## config.mk

```make
export PLATFORM = sky130hd
export DESIGN_NAME = sysid_check_ctrl
export DESIGN_NICKNAME = d
export VERILOG_FILES = /design/src/rtl/sysid_pkg.sv /design/src/rtl/stall_timer.sv /design/src/rtl/sysid_check_ctrl.sv
export SDC_FILE = /design/constraint.sdc
export NUM_CORES = 1
export LEC_CHECK = 0
export ABC_AREA = 0
export BUFFER_PORTS_ARGS = -buffer_cell sky130_fd_sc_hd__buf_2
export CORE_MARGIN = 3
export CORE_UTILIZATION = 55
export DETAILED_ROUTE_END_ITERATION = 8
export MAX_ROUTING_LAYER = met4
export PLACE_DENSITY = 0.84
export SYNTH_ARGS = -nofsm -noshare
export SYNTH_HDL_FRONTEND = slang
export SYNTH_SLANG_ARGS = --single-unit
```

## constraint.sdc

```tcl
create_clock -name clock -period 3.44 [get_ports clock]
set_input_delay 0.688 -clock clock [delete_from_list [all_inputs] [get_ports clock]]
set_output_delay 0.688 -clock clock [all_outputs]
set_load 0.01 [all_outputs]
```

## src/rtl/sysid_pkg.sv

```systemverilog
// Shared definitions for the system-ID checker: FSM states, sysid register
// addresses and default expected values.
package sysid_pkg;

    typedef enum logic [2:0] {
        IDLE,
        RD_ID,
        RD_TS,
        CHECK,
        DONE
    } state_t;

    localparam logic SYSID_ADDR_ID = 1'b0;
    localparam logic SYSID_ADDR_TS = 1'b1;

    localparam logic [31:0] SYSID_EXP_ID_DEF  = 32'h0000_0000;
    localparam logic [31:0] SYSID_EXP_TS_DEF  = 32'h5A30_08F9;
    localparam logic [7:0]  SYSID_TIMEOUT_DEF = 8'd255;

endpackage

```

## src/rtl/stall_timer.sv

```systemverilog
// Saturating count of consecutive stalled read edges; expire flags the edge
// on which the LIMIT-th stall is being taken.
module stall_timer #(
    parameter logic [7:0] LIMIT = 8'd255
) (
    input  logic clock,
    input  logic reset_n,
    input  logic enable,
    input  logic clear,
    output logic expire
);

    logic [7:0] count;

    always_ff @(posedge clock or negedge reset_n) begin
        if (!reset_n) begin
            count <= '0;
        end else if (clear) begin
            count <= '0;
        end else if (enable && (count != 8'hFF)) begin
            count <= count + 8'd1;
        end
    end

    assign expire = enable && (count >= (LIMIT - 8'd1));

endmodule

```

## src/rtl/sysid_check_ctrl.sv

```systemverilog
// Avalon-MM read master that fetches the sysid ID and timestamp words and
// compares them against build-time expected values.
module sysid_check_ctrl
    import sysid_pkg::*;
#(
    parameter logic [31:0] EXP_ID        = SYSID_EXP_ID_DEF,
    parameter logic [31:0] EXP_TIMESTAMP = SYSID_EXP_TS_DEF,
    parameter logic [7:0]  TIMEOUT       = SYSID_TIMEOUT_DEF,
    parameter bit          AUTO_START    = 1'b1
) (
    input  logic        clock,
    input  logic        reset_n,
    input  logic        start,
    output logic        avm_address,
    output logic        avm_read,
    input  logic [31:0] avm_readdata,
    input  logic        avm_waitrequest,
    output logic        busy,
    output logic        done,
    output logic        id_ok,
    output logic        ts_ok,
    output logic        timeout_err,
    output logic [31:0] id_value,
    output logic [31:0] ts_value
);

    state_t state;
    logic   auto_pend;
    logic   in_read;
    logic   go;
    logic   expire;

    assign in_read = (state == RD_ID) || (state == RD_TS);
    assign go      = ((state == IDLE) && (start || auto_pend)) ||
                     ((state == DONE) && start);

    // Counter restarts on every accepted transfer so each read gets its own budget.
    stall_timer #(
        .LIMIT(TIMEOUT)
    ) u_stall_timer (
        .clock  (clock),
        .reset_n(reset_n),
        .enable (in_read && avm_waitrequest),
        .clear  (!in_read || !avm_waitrequest),
        .expire (expire)
    );

    always_ff @(posedge clock or negedge reset_n) begin
        if (!reset_n) begin
            state       <= IDLE;
            auto_pend   <= AUTO_START;
            avm_address <= SYSID_ADDR_ID;
            avm_read    <= 1'b0;
            busy        <= 1'b0;
            done        <= 1'b0;
            id_ok       <= 1'b0;
            ts_ok       <= 1'b0;
            timeout_err <= 1'b0;
            id_value    <= '0;
            ts_value    <= '0;
        end else if (go) begin
            state       <= RD_ID;
            auto_pend   <= 1'b0;
            avm_address <= SYSID_ADDR_ID;
            avm_read    <= 1'b1;
            busy        <= 1'b1;
            done        <= 1'b0;
            id_ok       <= 1'b0;
            ts_ok       <= 1'b0;
            timeout_err <= 1'b0;
        end else if (expire) begin
            // Abort keeps whatever words were already captured.
            state       <= DONE;
            avm_read    <= 1'b0;
            busy        <= 1'b0;
            done        <= 1'b1;
            id_ok       <= 1'b0;
            ts_ok       <= 1'b0;
            timeout_err <= 1'b1;
        end else begin
            case (state)
                RD_ID: begin
                    if (!avm_waitrequest) begin
                        id_value    <= avm_readdata;
                        avm_address <= SYSID_ADDR_TS;
                        state       <= RD_TS;
                    end
                end
                RD_TS: begin
                    if (!avm_waitrequest) begin
                        ts_value <= avm_readdata;
                        avm_read <= 1'b0;
                        state    <= CHECK;
                    end
                end
                CHECK: begin
                    id_ok <= (id_value == EXP_ID);
                    ts_ok <= (ts_value == EXP_TIMESTAMP);
                    done  <= 1'b1;
                    busy  <= 1'b0;
                    state <= DONE;
                end
                default: begin
                end
            endcase
        end
    end

endmodule
```

==> flow_summary.yaml <==
outcome:
  status: "completed"
global_route:
  overflow: 0
  grt_pass1_wl_mm: 12.5
  antenna_found_initial: 0
  grt_max_degree: 84
  grtUsageTotal: 0.228
  grt_pass1_vias: 2564
synth:
  synth-main-ff-cell: "dfrtp_1"
  syn_inst: 244
  synth_commonest_cells: "dfrtp_1 (82), mux2_2 (36), mux2_1 (28)"
  synth_edf_count: 0
  ys_types: 44
  syn_area_um2: 3440
  yosys-top-cells-area: "dfrtp_1 (60%), mux2_2 (12%), mux2_1 (9.2%)"
  synth_area_leader_cell: "dfrtp_1"
  synth-seq-cells: 83
  synth_top_area_share: 0.597
  synth.net_count: 282
  syn_avg_cell_area_um2: 14.1
  ys.warnings.count: 0
  synth.most_common_cell: "dfrtp_1"
  seq_area_frac_synth: 0.605
  async_flop_share: 1.00
cts:
  cts_max_level: 3
  cts.repair.resized: 0
  ctsHoldBuffers: 0
  numCtsBuffers: 9
  postCtsSetupBuffers: 0
  clk_latency_ps: 350
  clkSlewWorstSetupHoldPaths_ps: 80
  cts-root-buf: "clkbuf_8"
  cts_sinks: 83
  clk_path_buf_depth: 2
  cts_tree: "done"
placement:
  hpwl_mm: 5.45
  dp_slack_ps: 1130
  portBuffers: 106
  gp_congestion: 0.802
run:
  maxCapViolations: 0
floorplan:
  dieArea_um2: 7230
  io_pins: 107
  die_x_um: 85.1
  coreArea_um2: 5990
  rows: 28
  die_h_um: 85.1
  start_util: 0.574
timing:
  setup_slack_ps: 1450
  maxSlewHeadroom: 0.335
  finClkSkew_ps: 9.20
  worstMarginPinSlew_ps: 998
  hold_viol: 0
  finalSetupViolations: 0
  fmax_mhz: 503
  fin_tns_setup_ps: 0
  fin_crit_ps: 1990
  slew_violations: 0
  rsz0062_at_grt: "no"
  fin_crit_sh: 0.578
drt:
  drc: 0
  ant_nets: 0
  first_iter_violations: 103
  drt_first_pass_iters: 4
  via_per_inst: 5.55
  wirelength_mm: 7.49
  route.vias.total: 2416
  wire_per_inst_um: 17.2
pwr:
  total_power_uw: 3850
  p_seq_frac: 0.462
  p_clk_frac: 0.183
  cellLeakagePower_uw: 0.00199
  power.internal_uw: 2470
  worst_ir_drop_vdd_mv: 0.610
  p_sw_uw: 1380
  combPwrFrac: 0.355
  power_switching_share: 0.359
  p_per_area_nw_per_um2: 911
final_layout:
  finish.net_count: 393
  final_layout_size_suffix_gt1_frac: 0.456
  syn_to_final_growth_pct: 23.0
  postLayoutCoreUtil: 0.706
  antennaDiodeCount: 0
hold_path:
  hp-class: "flip-flop to flip-flop"
critical_path:
  worstPathRequired_ps: 3670
  worstPathArrival_ps: 2220
  path_class: "flip-flop to flip-flop"
  worstPathMaxFanout: 33
  start_kind: "flip-flop"
  ff2ff_setup_slack_ps: 1450
  end_kind: "flip-flop"
-- cells in the final DEF, fill, tap and decap left out, types with 2 or more instances in the layout --
master,instances
mux2_2,36
o21a_1,4
a21oi_1,2
o211ai_1,2
xor2_1,3
or4_1,2
nand2_1,7
and3_1,3
nand2b_1,3
nor2_1,10
dfrtp_1,82
ha_1,2
inv_1,3
mux2_1,28
buf_2,105
nor3_1,4
or4bb_1,2
o21ai_0,4
clkbuf_8,10
nand3_1,2
nand4_1,4
nand4b_1,2
nor4_1,11
buf_4,2
-- path summary, 6_finish.rpt --
check / startpoint / endpoint / cells past startpoint
min in group asynchronous: reset_n / ts_value[8]$_DFFE_PN0P_ / 1
setup reg to reg: state[2]$_DFFE_PN0P_ / id_value[14]$_DFFE_PN0P_ / 4
setup / recovery: state[2]$_DFFE_PN0P_ / id_value[14]$_DFFE_PN0P_ / 4
hold / removal: timeout_err$_DFFE_PN0P_ / timeout_err$_DFFE_PN0P_ / 1
max in group asynchronous: reset_n / state[0]$_DFFE_PN0P_ / 1
hold reg to reg: timeout_err$_DFFE_PN0P_ / timeout_err$_DFFE_PN0P_ / 1
-- critical path: stages, from the launching register on --
cell     delay [ps]
dfrtp_1         470
nor2_1          130
nand2_1         110
nor2_4          720
mux2_2          420
-- logic make-up after synthesis --
logic type,share of synthesized area
XOR/XNOR,0.0102
AO/OA/AOI/OAI,0.0397
buffers and inverters,0.0197
AND/OR/NAND/NOR,0.109
multiplexers,0.210
flip-flops,0.605
adder cells (fa/ha/maj),0.00728
-- sequential cells by signal, summed over array words and instances (netlist names), 3 cells and up --
name	cells
state	3
ts_value	32
id_value	32
u_stall_timer.count	8
-- routing by layer --
layer	up-vias	share of wire	global-route usage
li1	1117	-	-
met5	-	0	-
met1	1216	0.43	0.285
met3	15	0.045	0.0437
met4	0	0.022	0.0878
met2	68	0.50	0.369
-- power by group through the flow --
stage / clock [uW] / combinational [uW] / sequential, uW
after floorplan: 0 / 613 / 1920
after global placement: 0 / 1330 / 1770
after detailed placement: 0 / 1390 / 1790
after CTS: 716 / 1390 / 1780
after global routing: 762 / 1490 / 1840
final: 704 / 1370 / 1780
-- final cells by class --
class / instances / area, um^2
multi-input combinational: 150 / 1300
clock inverter: 5 / 60.1
tap: 75 / 93.8
fill: 414 / 1760
sequential: 83 / 2080
clock buffer: 11 / 141
timing repair buffer: 107 / 541
inverter: 4 / 15.0
-- stage by stage --
step / instance area, um^2 / hold slack, ps / cells
3_5_place_dp: 4030 / 475 / 419
6_report: 4230 / 490 / 435
5_1_grt: 4230 / 508 / 435
2_1_floorplan: 3440 / 392 / 244
3_3_place_gp: 4030 / 468 / 419
4_1_cts: 4230 / 494 / 435
(Power assumes the default switching activity.)
